`src/rtl/alu_issue_ctrl.sv`:
```
// Issue controller for a 1-bit-shift combinational ALU: decodes RV32I ALU ops and sequences multi-bit shifts.
// Optional statistics counters (busy_cycles, retired) are enabled by defining ALU_ISSUE_STATS_EN.
module alu_issue_ctrl #(
   parameter int SUPPRESS_X0 = 1
) (
   input  logic        clk,
   input  logic        rst_n,
   input  logic        in_valid,
   output logic        in_ready,
   input  logic [31:0] instr,
   input  logic [31:0] rs1_val,
   input  logic [31:0] rs2_val,
   output logic [31:0] alu_a,
   output logic [31:0] alu_b,
   output logic [3:0]  alu_func,
   input  logic [31:0] alu_out,
   output logic        out_valid,
   input  logic        out_ready,
   output logic [31:0] rd_val,
   output logic [4:0]  rd_addr,
   output logic        illegal
`ifdef ALU_ISSUE_STATS_EN
   ,
   output logic [31:0] busy_cycles,
   output logic [31:0] retired
`endif
);

   localparam logic [6:0] OP_R   = 7'b0110011;
   localparam logic [6:0] OP_I   = 7'b0010011;
   localparam logic [3:0] F_ADD  = 4'b0000;
   localparam logic [3:0] F_SUB  = 4'b0001;
   localparam logic [3:0] F_SLL  = 4'b0100;
   localparam logic [3:0] F_SRL  = 4'b0101;
   localparam logic [3:0] F_AND  = 4'b1000;
   localparam logic [3:0] F_OR   = 4'b1001;
   localparam logic [3:0] F_XOR  = 4'b1010;
   localparam logic [3:0] F_NONE = 4'b1111;

   typedef enum logic [1:0] {IDLE, EXEC, SHIFT, DONE} state_t;

   state_t      state;
   logic [4:0]  count;

   logic [6:0]  opcode;
   logic [2:0]  funct3;
   logic [6:0]  funct7;
   logic        dec_legal;
   logic        dec_shift;
   logic [3:0]  dec_func;
   logic [31:0] dec_b;
   logic [4:0]  dec_shamt;
   logic        unused_rs1_field;

   assign opcode = instr[6:0];
   assign funct3 = instr[14:12];
   assign funct7 = instr[31:25];
   // The register-file indices of the sources are resolved upstream.
   assign unused_rs1_field = ^instr[19:15];

   always_comb begin
      dec_legal = 1'b0;
      dec_shift = 1'b0;
      dec_func  = F_ADD;
      dec_b     = rs2_val;
      dec_shamt = rs2_val[4:0];
      case (opcode)
         OP_R: begin
            if (funct7 == 7'b0000000) begin
               dec_legal = 1'b1;
               case (funct3)
                  3'b000: dec_func = F_ADD;
                  3'b100: dec_func = F_XOR;
                  3'b110: dec_func = F_OR;
                  3'b111: dec_func = F_AND;
                  3'b001: begin dec_func = F_SLL; dec_shift = 1'b1; end
                  3'b101: begin dec_func = F_SRL; dec_shift = 1'b1; end
                  default: dec_legal = 1'b0;
               endcase
            end else if (funct7 == 7'b0100000 && funct3 == 3'b000) begin
               dec_legal = 1'b1;
               dec_func  = F_SUB;
            end
         end
         OP_I: begin
            dec_b     = {{20{instr[31]}}, instr[31:20]};
            dec_shamt = instr[24:20];
            case (funct3)
               3'b000: begin dec_legal = 1'b1; dec_func = F_ADD; end
               3'b100: begin dec_legal = 1'b1; dec_func = F_XOR; end
               3'b110: begin dec_legal = 1'b1; dec_func = F_OR;  end
               3'b111: begin dec_legal = 1'b1; dec_func = F_AND; end
               3'b001: begin
                  dec_legal = (funct7 == 7'b0000000);
                  dec_func  = F_SLL;
                  dec_shift = 1'b1;
               end
               3'b101: begin
                  dec_legal = (funct7 == 7'b0000000);
                  dec_func  = F_SRL;
                  dec_shift = 1'b1;
               end
               default: dec_legal = 1'b0;
            endcase
         end
         default: dec_legal = 1'b0;
      endcase
   end

   function automatic logic [31:0] wb_val(input logic [31:0] v, input logic [4:0] rd);
      wb_val = (SUPPRESS_X0 != 0 && rd == 5'd0) ? 32'h0 : v;
   endfunction

   always_ff @(posedge clk or negedge rst_n) begin
      if (!rst_n) begin
         state     <= IDLE;
         in_ready  <= 1'b1;
         out_valid <= 1'b0;
         rd_val    <= 32'h0;
         rd_addr   <= 5'd0;
         illegal   <= 1'b0;
         alu_a     <= 32'h0;
         alu_b     <= 32'h0;
         alu_func  <= F_NONE;
         count     <= 5'd0;
      end else begin
         case (state)
            IDLE: begin
               if (in_valid) begin
                  in_ready <= 1'b0;
                  rd_addr  <= instr[11:7];
                  if (!dec_legal) begin
                     illegal   <= 1'b1;
                     rd_val    <= 32'h0;
                     out_valid <= 1'b1;
                     state     <= DONE;
                  end else begin
                     illegal <= 1'b0;
                     alu_a   <= rs1_val;
                     if (dec_shift && dec_shamt != 5'd0) begin
                        alu_b    <= 32'h0;
                        alu_func <= dec_func;
                        count    <= dec_shamt;
                        state    <= SHIFT;
                     end else if (dec_shift) begin
                        // Zero-distance shift degenerates to a pass-through add.
                        alu_b    <= 32'h0;
                        alu_func <= F_ADD;
                        state    <= EXEC;
                     end else begin
                        alu_b    <= dec_b;
                        alu_func <= dec_func;
                        state    <= EXEC;
                     end
                  end
               end
            end
            EXEC: begin
               rd_val    <= wb_val(alu_out, rd_addr);
               out_valid <= 1'b1;
               alu_a     <= 32'h0;
               alu_b     <= 32'h0;
               alu_func  <= F_NONE;
               state     <= DONE;
            end
            SHIFT: begin
               count <= count - 5'd1;
               if (count == 5'd1) begin
                  rd_val    <= wb_val(alu_out, rd_addr);
                  out_valid <= 1'b1;
                  alu_a     <= 32'h0;
                  alu_b     <= 32'h0;
                  alu_func  <= F_NONE;
                  state     <= DONE;
               end else begin
                  alu_a <= alu_out;
               end
            end
            DONE: begin
               if (out_ready) begin
                  out_valid <= 1'b0;
                  in_ready  <= 1'b1;
                  state     <= IDLE;
               end
            end
            default: state <= IDLE;
         endcase
      end
   end

`ifdef ALU_ISSUE_STATS_EN
   always_ff @(posedge clk or negedge rst_n) begin
      if (!rst_n) begin
         busy_cycles <= 32'h0;
         retired     <= 32'h0;
      end else begin
         if (state != IDLE) busy_cycles <= busy_cycles + 32'h1;
         if (out_valid && out_ready) retired <= retired + 32'h1;
      end
   end
`endif

endmodule

```
`config.mk`:
```
export PLATFORM = sky130hd
export DESIGN_NAME = alu_issue_ctrl
export DESIGN_NICKNAME = d
export VERILOG_FILES = /design/src/rtl/alu_issue_ctrl.sv
export SDC_FILE = /design/constraint.sdc
export NUM_CORES = 1
export LEC_CHECK = 0
export ABC_AREA = 0
export BUFFER_PORTS_ARGS = -buffer_cell sky130_fd_sc_hd__buf_2
export CAP_MARGIN = 20
export CORE_ASPECT_RATIO = 1.5
export CORE_MARGIN = 4
export CORE_UTILIZATION = 30
export CTS_BUF_LIST = sky130_fd_sc_hd__clkbuf_8
export DETAILED_ROUTE_END_ITERATION = 16
export GPL_TIMING_DRIVEN = 0
export SLEW_MARGIN = 20
export SYNTH_ARGS = -nofsm -noshare
export SYNTH_HDL_FRONTEND = slang
export SYNTH_SLANG_ARGS = --single-unit
```
`constraint.sdc`:
```
create_clock -name clk -period 5.35 [get_ports clk]
set_input_delay 1.07 -clock clk [delete_from_list [all_inputs] [get_ports clk]]
set_output_delay 1.07 -clock clk [all_outputs]
set_load 0.02 [all_outputs]
```
==> reports/qor.txt, run 1 <==
POWER AND IR DROP
--------------------------------------------------------------------------------
Peak VDD IR                                                               286 uV
Leakage power figure                                                     3.96 nW
Power Dens Cells                                                     674 nW/um^2

FINISH
--------------------------------------------------------------------------------
Layout-stage area growth over the synthesis result                         34.3%
Most common library cell in the layout ignoring fill and taps       sky130_fd_sc_hd__buf_2
Commonest cells after routing, fill and taps aside                  sky130_fd_sc_hd__buf_2, sky130_fd_sc_hd__nand2_1, sky130_fd_sc_hd__dfrtp_1
Fraction of layout instances using a drive strength above 1                35.7%
N_diodes                                                                       0
Layout net count                                                             972

SYNTHESIS
--------------------------------------------------------------------------------
Syn. warnings                                                                  0
Avg Synthesized Cell Area                                             9.58 sq um
Post-synth ARST share                                                       100%
FF+latch count, synth                                                        115
Net count after synthesis                                                    718
Number of distinct library cells after synthesis                              48
Sequential share of the synthesized area                                   52.0%
Commonest register cell after synthesis                             sky130_fd_sc_hd__dfrtp_1
Mapped Area                                                           5550 sq um
Synthesized instance count                                                   579
Number of enable-type register cells in the synthesized netlist                0

ROUTING
--------------------------------------------------------------------------------
Total wirelength of the detailed-routed design                      18000 microns
Iter 0 DRT Violations                                                        193
Remaining antenna violation count after routing                                0
Count of unresolved DRC violations after routing                               0
DR vias/cell                                                                4.71
Count of vias placed by the detailed router                                 5150
Per-cell routed wire length                                         16.5 microns
Router iterations before antenna repair                                        6

GLOBAL ROUTING
--------------------------------------------------------------------------------
Highest-utilization routing layer at the global route stage                 met2
GR Layer Usage met2                                                        32.2%
M1 GR Usage                                                                19.1%
Number of global-route vias before repair                                   5487
Maximum number of pins on one net before global-route repair                  65
GR Layer Usage met3                                                        5.47%
Global-route wire length before repair                              29100 microns
Total routing resource utilization after global routing                    17.6%
Grt ovf                                                                        0
Number of antenna violations at the first check in global routing              0

CTS
--------------------------------------------------------------------------------
Clock insertion delay at the later pin of the skew report                0.43 ns
Clk Tree Root Cell                                                  sky130_fd_sc_hd__clkbuf_8
H-tree depth                                                                   4
Buffers inserted by post-CTS timing repair                                     0
Num CTS Buffers                                                               17
Sinks on the clock net                                                       115
Count of hold-fix buffers inserted at cts                                      0
Resize count post-CTS                                                          0
Clock buffer depth                                                             2
Clock transition at path regs                                            0.08 ns
TritonCTS clock tree                                                        done

STA
--------------------------------------------------------------------------------
Achievable frequency                                                     366 MHz
Endpoints failing setup                                                        0
Worst Max-Slew Pin Slew                                                 0.613 ns
RSZ-0062 raised after global routing                                          no
Worst setup skew after layout                                         0.00792 ns
Time the final worst path needs with I/O delays and setup                2.73 ns
Worst hold slack                                                        0.474 ns
Setup ws final                                                           2.62 ns
Slew HR                                                                    59.2%
Final Hold Vio Count                                                           0
Final clock period utilization by the worst path                           51.0%
Setup Total Neg Slack                                                       0 ns
Max Transition Viols Final                                                     0

JOB
--------------------------------------------------------------------------------
Number of maximum-capacitance constraint violations                            0

PLACE
--------------------------------------------------------------------------------
Port Buffer Count                                                            234
Detailed placer's ending HPWL                                       14200 microns
DP Worst Slack                                                           2.12 ns
Routability Congestion                                                     0.788

FLOORPLANNING
--------------------------------------------------------------------------------
Die Footprint                                                        20800 sq um
Placeable Area                                                       18100 sq um
Initial Util                                                               30.7%
Die height                                                           175 microns
Horiz. Die Dim                                                       119 microns
Boundary pin count                                                           240
Number of rows in the core area                                               60

SETUP PATH
--------------------------------------------------------------------------------
Worst setup slack for register-to-register paths                         2.66 ns
Endpoint arrival time on the critical path                               3.05 ns
Critical register-to-register path startpoint                       state[0]$_DFFE_PN0P_
Required time of the critical path                                       5.67 ns
Startpoint of the worst setup timing path                              instr[26]
Largest fanout on the critical path                                           10
Crit-path slowest cell                                              sky130_fd_sc_hd__o32ai_4
List of cells traversed by the critical path                        buf_2, nor4_4, nand3_2, o32ai_4, o21ai_1, o2111a_1, buf_2, a22o_1
Type of destination of the critical path                                register
Largest stage delay, worst path                                          0.47 ns
Worst Setup Start Kind                                                input port
Cell repeated most along the worst path                             sky130_fd_sc_hd__buf_2
Worst setup path category                                              in -> reg

WORST HOLD PATH
--------------------------------------------------------------------------------
Hold_sp                                                             alu_b[22]$_DFFE_PN0P_
Hold crit path type                                                   reg -> reg

RUN STATUS
--------------------------------------------------------------------------------
Outcome                                                             finished, final reports clean

cell families after synthesis:
logic type,synth area share [%]
and+or+nand+nor,15.7
xor gates and xnor gates,0.158
DFF,52.0
buffers and inverters,4.08
AOI/OAI and AO/OA,22.5
adders and majority gates,1.58
muxes,3.97
flip-flops by register name (all words and copies together), names as in the netlist:
register / cells
in_ready: 1
illegal: 1
rd_addr: 5
alu_func: 4
alu_a: 32
out_valid: 1
alu_b: 32
count: 5
rd_val: 32
state: 2
report_power, final:
group,switching (mW),leakage [nW],internal (mW)
clock,0.372,0.200,0.423
sequential,0.190,1.47,1.25
combinational,1.83,2.30,0.950
cell type report:
| type | count | area [sq um] |
|---|---|---|
| Fill cell | 1877 | 10600 |
| Sequential cell | 115 | 2880 |
| Multi-Input combinational cell | 414 | 2440 |
| Timing Repair Buffer | 235 | 1200 |
| Tap cell | 248 | 310 |
| Clock buffer | 18 | 248 |
| Buffer | 41 | 193 |
| Clock inverter | 14 | 139 |
| Inverter | 9 | 33.8 |
worst max-delay path: cells and delay by family:
family | cells | cell delay [ns]
and+or+nand+nor | 2 | 0.53
buffers and inverters | 2 | 0.36
AOI/OAI and AO/OA | 4 | 1.08
synth_stat cells (all sizes together) (2+ instances only):
library cell    n  share of area (%)
nand2         123                8.3
dfrtp         110                 50
nor2           46                3.1
o21ai          43                3.9
a21oi          40                3.6
a22o           32                5.1
clkbuf         25                1.7
a21o           23                3.1
a211oi         21                2.8
buf            16                1.8
mux2i          13                2.3
o31ai          13                1.8
inv             8               0.54
mux2            8                1.6
ha              7                1.6
a31oi           5               0.83
dfstp           5                2.4
nand3           5               0.54
nand2b          4               0.45
or4             4               0.54
nor2b           3               0.34
nand4           2               0.23
nor3            2               0.18
nor3b           2               0.27
or3             2               0.23
through the flow:
stage / cells / util, % / area (sq um) / power (mW)
floorplan: 579 / - / 5550 / 3.32
global placement: 1061 / 38.8 / 7030 / 4.27
global route: 1094 / 41.2 / 7450 / 5.47
CTS: 1094 / 41.2 / 7450 / 5.13
detailed placement: 1062 / 39.0 / 7060 / 4.32
finish: 1094 / 41.2 / 7450 / 5.02
final timing paths:
kind                                      endpoint  cells after the start
min in group asynchronous    alu_b[14]$_DFFE_PN0P_                      1
setup reg to reg              alu_b[5]$_DFFE_PN0P_                     11
setup / recovery            rd_val[29]$_DFFE_PN0P_                      8
hold reg to reg              alu_b[22]$_DFFE_PN0P_                      1
max in group asynchronous  alu_func[1]$_DFFE_PN1P_                      2
hold / removal               alu_b[22]$_DFFE_PN0P_                      1
per-layer routing:
metal	vias to the layer above	routed length, microns
li1	2548	-
met1	2402	7180
met2	181	9370
met3	19	1180
met4	0	297
met5	-	0
No activity file was read; power rests on OpenSTA's default activity.
==> run 2, diff against run 1 <==
==> constraint.sdc (replaced) <==
create_clock -name clk -period 2.85 [get_ports clk]
set_input_delay 0.57 -clock clk [delete_from_list [all_inputs] [get_ports clk]]
set_output_delay 0.57 -clock clk [all_outputs]
set_load 0.02 [all_outputs]
==> run 2 against run 1 <==
- register-to-register slack got worse by 2.5 ns
- count of clock-buffer cells in the layout unchanged
- clock power increased by 87%
- total power increased by 88%
- utilization about the same
- cell count unchanged
- sequential share of layout area about the same
- flip-flop and latch count unchanged
- global-route usage unchanged
- die area unchanged
- first-iteration DRC count decreased by 4.7%
- via count increased by 0.12%
- critical path type is now reg -> reg
==> reports/qor.txt, run 2 (synthesized netlist as in run 1, its figures left out) <==
ROUTING
--------------------------------------------------------------------------------
Remaining antenna violation count after routing                                0   unchanged
Total wirelength of the detailed-routed design                      18100 microns   +0.13%
DR vias/cell                                                                4.71   +0.12%
Count of unresolved DRC violations after routing                               0   unchanged
Count of vias placed by the detailed router                                 5156   +0.12%
Iter 0 DRT Violations                                                        184   -4.7%
Per-cell routed wire length                                         16.5 microns   +0.13%
Router iterations before antenna repair                                        6   unchanged

CTS
--------------------------------------------------------------------------------
TritonCTS clock tree                                                        done
Count of hold-fix buffers inserted at cts                                      0   unchanged
Buffers inserted by post-CTS timing repair                                     0   unchanged
Clk Tree Root Cell                                                  sky130_fd_sc_hd__clkbuf_8
Clock transition at path regs                                            0.07 ns   about the same
Num CTS Buffers                                                               17   unchanged
Resize count post-CTS                                                          0   unchanged
Sinks on the clock net                                                       115   unchanged
Clock insertion delay at the later pin of the skew report                0.43 ns   about the same
H-tree depth                                                                   4   unchanged
Clock buffer depth                                                             2   unchanged

FINISH
--------------------------------------------------------------------------------
Flip-flop and latch area                                              2880 sq um   unchanged
Fillcell total                                                              1876   -0.053%
Fraction of layout instances using a drive strength above 1                35.9%   +0.24 points
Commonest cells after routing, fill and taps aside                  sky130_fd_sc_hd__buf_2, sky130_fd_sc_hd__nand2_1, sky130_fd_sc_hd__dfrtp_1
Layout net count                                                             972   unchanged
Area of combinational cells with multiple inputs                      2440 sq um   about the same
Layout-stage area growth over the synthesis result                         34.3%   about the same
Post-route insts no fill                                                    1094   unchanged
N_diodes                                                                       0   unchanged
Regs by FF count                                                    alu_a: 32 flops, alu_b: 32 flops, rd_val: 32 flops
Most common library cell in the layout ignoring fill and taps       sky130_fd_sc_hd__buf_2

SETUP PATH
--------------------------------------------------------------------------------
Required time of the critical path                                       3.21 ns   -2.46 ns
Worst setup path category                                             reg -> reg
Largest fanout on the critical path                                           10   unchanged
Worst Setup Start Kind                                                  register
Endpoint arrival time on the critical path                               3.01 ns   -0.04 ns
Type of destination of the critical path                                register

PLACE
--------------------------------------------------------------------------------
Count of placed standard cells including taps                               1062   unchanged
Port Buffer Count                                                            234   unchanged
Detailed placer's ending HPWL                                       14200 microns   unchanged
DP Worst Slack                                                          0.115 ns   -2.00 ns
Routability Congestion                                                     0.788   unchanged

GLOBAL ROUTING
--------------------------------------------------------------------------------
Number of antenna violations at the first check in global routing              0   unchanged
Number of global-route vias before repair                                   5487   unchanged
Maximum number of pins on one net before global-route repair                  65   unchanged
Total routing resource utilization after global routing                    17.6%   unchanged
Grt ovf                                                                        0   unchanged
Global-route wire length before repair                              29100 microns   unchanged

RUN STATUS
--------------------------------------------------------------------------------
Outcome                                                             finished, final reports clean

FLOORPLANNING
--------------------------------------------------------------------------------
Die Footprint                                                        20800 sq um   unchanged
Initial Util                                                               30.7%   unchanged
Die height                                                           175 microns   unchanged
Horiz. Die Dim                                                       119 microns   unchanged
Placeable Area                                                       18100 sq um   unchanged
Boundary pin count                                                           240   unchanged
Number of rows in the core area                                               60   unchanged

JOB
--------------------------------------------------------------------------------
Number of maximum-capacitance constraint violations                            0   unchanged

WORST HOLD PATH
--------------------------------------------------------------------------------
Hold crit path type                                                  in -> async

POWER AND IR DROP
--------------------------------------------------------------------------------
Power Dens Cells                                                    1270 nW/um^2   +88%
Leakage power figure                                                     3.96 nW   about the same
Peak VDD IR                                                               536 uV   +88%
Total power                                                              9.43 mW   +88%

STA
--------------------------------------------------------------------------------
Setup ws final                                                          0.206 ns   -2.41 ns
Final clock period utilization by the worst path                           92.8%
Worst hold slack                                                       0.0778 ns   -0.396 ns
Endpoints failing setup                                                        0   unchanged
Worst setup skew after layout                                         0.00792 ns   +0.000000110 ns
Final Hold Vio Count                                                           0   unchanged
Max Transition Viols Final                                                     0   unchanged
RSZ-0062 raised after global routing                                          no
Time the final worst path needs with I/O delays and setup                2.64 ns
Achievable frequency                                                     378 MHz
Slew HR                                                                    59.2%   about the same
Worst Max-Slew Pin Slew                                                 0.613 ns   +0.00000530 ns
Setup Total Neg Slack                                                       0 ns   unchanged

-- run 2: cell count changes in the layout (fill, tap and decap cells not counted) --
cell	previous run	this run
sky130_fd_sc_hd__clkbuf_2	1	2
sky130_fd_sc_hd__o2111a_1	1	0
sky130_fd_sc_hd__o2111a_2	0	1
sky130_fd_sc_hd__clkbuf_1	24	23
-- run 2: stage by stage --
stage,utilization [%],cell area [sq um]
final,41.2,7450
after CTS,41.2,7450
after global routing,41.2,7450
after floorplan,-,5550
after detailed placement,39.0,7060
after global placement,38.8,7030
-- run 2: cell type report --
| type | count | share of cell area (%) |
|---|---|---|
| Inverter | 9 | 0.453 |
| Sequential cell | 115 | 38.7 |
| Multi-Input combinational cell | 414 | 32.7 |
| Tap cell | 248 | 4.16 |
| Buffer | 41 | 2.60 |
| Clock inverter | 14 | 1.86 |
| Clock buffer | 18 | 3.32 |
| Timing Repair Buffer | 235 | 16.2 |
-- run 2: final timing paths --
| check | endpoint | startpoint | slack (ns) | depth (start not counted) |
|---|---|---|---|---|
| worst max-delay path | alu_b[24]$_DFFE_PN0P_ | state[0]$_DFFE_PN0P_ | 0.21 | 10 |
| min in group clk | rd_val[1]$_DFFE_PN0P_ | alu_out[1] | 0.37 | 2 |
| worst max register to register | alu_b[24]$_DFFE_PN0P_ | state[0]$_DFFE_PN0P_ | 0.21 | 10 |
| worst min-delay path | alu_b[14]$_DFFE_PN0P_ | rst_n | 0.08 | 1 |
| worst min register to register | alu_b[22]$_DFFE_PN0P_ | alu_b[22]$_DFFE_PN0P_ | 0.47 | 1 |
| max in group asynchronous | alu_func[1]$_DFFE_PN1P_ | rst_n | 2.02 | 2 |
-- run 2: metal layers --
layer  up-vias  track usage, %  share of wire (%)
met2       179            32.2                 52
met4         0            5.94                1.6
li1       2547               -                  -
met5         -               0                  0
met1      2411            19.1                 40
met3        19            5.47                6.4
-- run 2: worst max-delay path, stage by stage (launching register included) --
cell and delay (ns):
sky130_fd_sc_hd__dfrtp_1 0.41, sky130_fd_sc_hd__inv_1 0.12, sky130_fd_sc_hd__ha_1 0.15, sky130_fd_sc_hd__clkbuf_2 0.18, sky130_fd_sc_hd__inv_1 0.15, sky130_fd_sc_hd__a31o_2 0.23, sky130_fd_sc_hd__buf_2 0.17, sky130_fd_sc_hd__nor2b_1 0.19
sky130_fd_sc_hd__a31oi_4 0.37, sky130_fd_sc_hd__clkbuf_1 0.40, sky130_fd_sc_hd__a21o_1 0.19
-- run 2: report_power, final --
part / internal [mW] / switching, mW
clock network: 0.794 / 0.697
logic: 1.79 / 3.44
registers: 2.35 / 0.356
==> run 3, diff against run 2 <==
--- a/config.mk
+++ b/config.mk
@@ -5,7 +5,7 @@
 export SDC_FILE = /design/constraint.sdc
 export NUM_CORES = 1
 export LEC_CHECK = 0
-export ABC_AREA = 0
+export ABC_AREA = 1
 export BUFFER_PORTS_ARGS = -buffer_cell sky130_fd_sc_hd__buf_2
 export CAP_MARGIN = 20
 export CORE_ASPECT_RATIO = 1.5
@@ -14,6 +14,7 @@
 export CTS_BUF_LIST = sky130_fd_sc_hd__clkbuf_8
 export DETAILED_ROUTE_END_ITERATION = 16
 export GPL_TIMING_DRIVEN = 0
+export SKIP_CTS_REPAIR_TIMING = 1
 export SLEW_MARGIN = 20
 export SYNTH_ARGS = -nofsm -noshare
 export SYNTH_HDL_FRONTEND = slang
==> run 3 against run 2 <==
- global-route usage up 0.097 points
- final area rose by 6.5%
- combinational power rose by 3%
- setup slack improved by 0.20 ns
- count of clock-buffer cells in the layout rose by 1
- hold slack lost 0.0069 ns
==> reports/qor.txt, run 3 <==
WORST HOLD PATH
--------------------------------------------------------------------------------
Hold crit path type                                                  in -> async

FLOORPLANNING
--------------------------------------------------------------------------------
Number of rows in the core area                                               63   +5.0%
Die height                                                           181 microns   +4.0%
Horiz. Die Dim                                                       124 microns   +3.9%
Boundary pin count                                                           240   unchanged
Placeable Area                                                       19800 sq um   +9.4%
Initial Util                                                               30.4%   -0.23 points
Die Footprint                                                        22400 sq um   +8.0%

STA
--------------------------------------------------------------------------------
Worst setup skew after layout                                          0.0141 ns   +0.00617 ns
Endpoints failing setup                                                        0   unchanged
Final Hold Vio Count                                                           0   unchanged
Max Transition Viols Final                                                     0   unchanged
Final clock period utilization by the worst path                           85.7%   -7.1 points
Worst Max-Slew Pin Slew                                                 0.570 ns   -0.0425 ns
RSZ-0062 raised after global routing                                          no
Time the final worst path needs with I/O delays and setup                2.44 ns   -0.202 ns
Achievable frequency                                                     410 MHz   +8.3%
Slew HR                                                                    62.0%   +2.8 points

SETUP PATH
--------------------------------------------------------------------------------
R2R depth                                                                      8   -2
Type of destination of the critical path                                register
Reg-to-reg critical path endpoint                                   alu_a[20]$_DFFE_PN0P_
Cell repeated most along the worst path                             sky130_fd_sc_hd__clkbuf_1
Worst setup path category                                             reg -> reg
Required time of the critical path                                       3.22 ns   about the same
Largest stage delay, worst path                                          0.41 ns   about the same
Largest fanout on the critical path                                           10   unchanged
Crit-path slowest cell                                              sky130_fd_sc_hd__dfrtp_1
Endpoint arrival time on the critical path                               2.81 ns   -0.20 ns
Worst setup slack for register-to-register paths                         0.41 ns   +0.20 ns
Worst Setup Start Kind                                                  register
List of cells traversed by the critical path                        inv_1, ha_1, clkbuf_1, inv_2, nor2_2, clkbuf_1, o21ai_0, nand2_1
Critical register-to-register path startpoint                       state[0]$_DFFE_PN0P_

POWER AND IR DROP
--------------------------------------------------------------------------------
Peak VDD IR                                                               523 uV   -2.5%
Total power                                                              9.60 mW   +1.8%
Fraction of power consumed by the clock network                            15.7%   about the same
Net Sw Power                                                             4.72 mW   +5.0%
Switching share of total power                                             49.2%   +1.5 points
Fraction of power consumed by sequential logic                             28.0%   -0.7 points
Power Dens Cells                                                    1210 nW/um^2   -4.4%
Total internal power                                                     4.88 mW   -1.1%
Combinational share of power                                               56.3%   +0.8 points
Leakage power figure                                                     4.33 nW   +9.3%

CTS
--------------------------------------------------------------------------------
Clk Tree Root Cell                                                  sky130_fd_sc_hd__clkbuf_8
Sinks on the clock net                                                       115   unchanged
H-tree depth                                                                   4   unchanged
Clock transition at path regs                                            0.08 ns   about the same
TritonCTS clock tree                                                        done
Num CTS Buffers                                                               17   unchanged
Clock buffer depth                                                             2   unchanged
Clock insertion delay at the later pin of the skew report                0.42 ns   about the same

GLOBAL ROUTING
--------------------------------------------------------------------------------
Maximum number of pins on one net before global-route repair                  69   +6.2%
Number of global-route vias before repair                                   6140   +12%
Grt ovf                                                                        0   unchanged
Number of antenna violations at the first check in global routing              4   +4
Total routing resource utilization after global routing                    17.7%   +0.097 points
Global-route wire length before repair                              31300 microns   +7.7%

PLACE
--------------------------------------------------------------------------------
Placed standard-cell area                                             7550 sq um   +6.9%
Detailed placer's ending HPWL                                       15500 microns   +8.5%
Port Buffer Count                                                            234   unchanged
Routability Congestion                                                     0.839   +6.5%
Count of placed standard cells including taps                               1274   +20%

SYNTHESIS
--------------------------------------------------------------------------------
Avg Synthesized Cell Area                                             7.73 sq um   -19%
Most numerous cell in the Yosys netlist                             sky130_fd_sc_hd__nand2_1
Commonest register cell after synthesis                             sky130_fd_sc_hd__dfrtp_1
Mapped Area                                                           6020 sq um   +8.5%
Net count after synthesis                                                    918   +28%
Synthesized instance count                                                   779   +35%
Most area-consuming cells after synthesis                           sky130_fd_sc_hd__dfrtp_1, sky130_fd_sc_hd__nand2_1, sky130_fd_sc_hd__o21ai_0, sky130_fd_sc_hd__nand3b_1, sky130_fd_sc_hd__inv_1
Syn. warnings                                                                  0   unchanged
Cell type with the highest aggregate area in the netlist            sky130_fd_sc_hd__dfrtp_1
Top-area cell type share of the netlist area                               45.7%   -3.9 points
FF+latch count, synth                                                        115   unchanged
Post-synth ARST share                                                       100%   unchanged
Sequential share of the synthesized area                                   47.9%   -4.1 points
Synth cell count leaders                                            sky130_fd_sc_hd__nand2_1, sky130_fd_sc_hd__dfrtp_1, sky130_fd_sc_hd__o21ai_0
Number of distinct library cells after synthesis                              34   -29%
Number of enable-type register cells in the synthesized netlist                0   unchanged

FINISH
--------------------------------------------------------------------------------
Final design instance area without fill                               7930 sq um   +6.5%
Most common library cell in the layout ignoring fill and taps       sky130_fd_sc_hd__nand2_1
Post-route insts no fill                                                    1306   +19%
Layout net count                                                            1172   +21%
Fraction of layout instances using a drive strength above 1                30.5%   -5.4 points
Commonest cells after routing, fill and taps aside                  sky130_fd_sc_hd__nand2_1, sky130_fd_sc_hd__buf_2, sky130_fd_sc_hd__dfrtp_1
Regs by FF count                                                    alu_a: 32 flops, alu_b: 32 flops, rd_val: 32 flops
Core Util, Final                                                           40.1%   -1.1 points
Layout-stage area growth over the synthesis result                         31.8%

ROUTING
--------------------------------------------------------------------------------
Remaining antenna violation count after routing                                0   unchanged
Count of unresolved DRC violations after routing                               0   unchanged
Iter 0 DRT Violations                                                        286   +55%
Count of vias placed by the detailed router                                 6025   +17%
Per-cell routed wire length                                         15.3 microns   -7.4%
Router iterations before antenna repair                                        5   -1
DR vias/cell                                                                4.61   -2.1%
Total wirelength of the detailed-routed design                      19900 microns   +10%

JOB
--------------------------------------------------------------------------------
Number of maximum-capacitance constraint violations                            0   unchanged

RUN STATUS
--------------------------------------------------------------------------------
Outcome                                                             finished, final reports clean

## run 3: cells by family (layout without fill, tap and decap cells)
group	after synthesis	in the layout	share of synthesized area (%)
and+or+nand+nor	373	373	26.8
AOI/OAI and AO/OA	164	164	14.8
other	0	1	0
muxes	5	5	0.935
DFF	115	115	47.9
buffers and inverters	115	381	8.15
adders and majority gates	7	7	1.45
## run 3: layout make-up
cell class | instances | area [sq um]
fill | 2092 | 11900
sequential | 115 | 2880
multi-input combinational | 549 | 2650
timing repair buffer | 235 | 1200
tap | 260 | 325
inverter | 70 | 263
clock buffer | 19 | 262
buffer | 45 | 228
clock inverter | 12 | 118
antenna | 1 | 2.50
## run 3: layer usage
metal	global-route usage (%)	up-vias	routed length, microns
li1	-	3011	-
met1	19.9	2784	7630
met2	32.3	195	10600
met3	4.46	29	1350
met4	5.37	6	356
met5	0	-	35
## run 3: power by group through the flow
stage	logic, mW	clock network [mW]	registers (mW)
floorplan	2.97	0	3.37
global placement	5.43	0	2.70
detailed placement	5.51	0	2.71
CTS	5.53	1.56	2.69
global route	6.14	1.62	2.76
finish	5.41	1.51	2.69
## run 3: stage by stage
stage | setup TNS, ns | hold WS (ns) | setup slack, ns
after floorplan | 0 | 0.274 | 0.992
after global placement | -39.48 | 0.459 | -0.371
after detailed placement | 0 | 0.460 | 0.0930
after CTS | 0 | 0.0736 | 0.0919
after global routing | 0 | 0.0781 | 0.110
final | 0 | 0.0709 | 0.408
## run 3: worst max-delay path: cells and delay by family (launching register included)
family	cells	cell delay, ns
AOI/OAI and AO/OA	1	0.17
buffers and inverters	4	1.07
adders and majority gates	1	0.28
DFF	1	0.41
and+or+nand+nor	2	0.46
## run 3: worst max-delay path by stage
stage	from	endpoint	slack, ns	cells after the start
after floorplan	state[0]$_DFFE_PN0P_	rd_val[0]$_DFFE_PN0P_	0.99	9
after global placement	rst_n	alu_a[8]$_DFFE_PN0P_	-0.37	1
after detailed placement	state[1]$_DFFE_PN0P_	alu_a[20]$_DFFE_PN0P_	0.09	8
after CTS	state[0]$_DFFE_PN0P_	alu_a[20]$_DFFE_PN0P_	0.09	8
after global routing	state[0]$_DFFE_PN0P_	alu_a[5]$_DFFE_PN0P_	0.11	8
final	state[0]$_DFFE_PN0P_	alu_a[20]$_DFFE_PN0P_	0.41	8
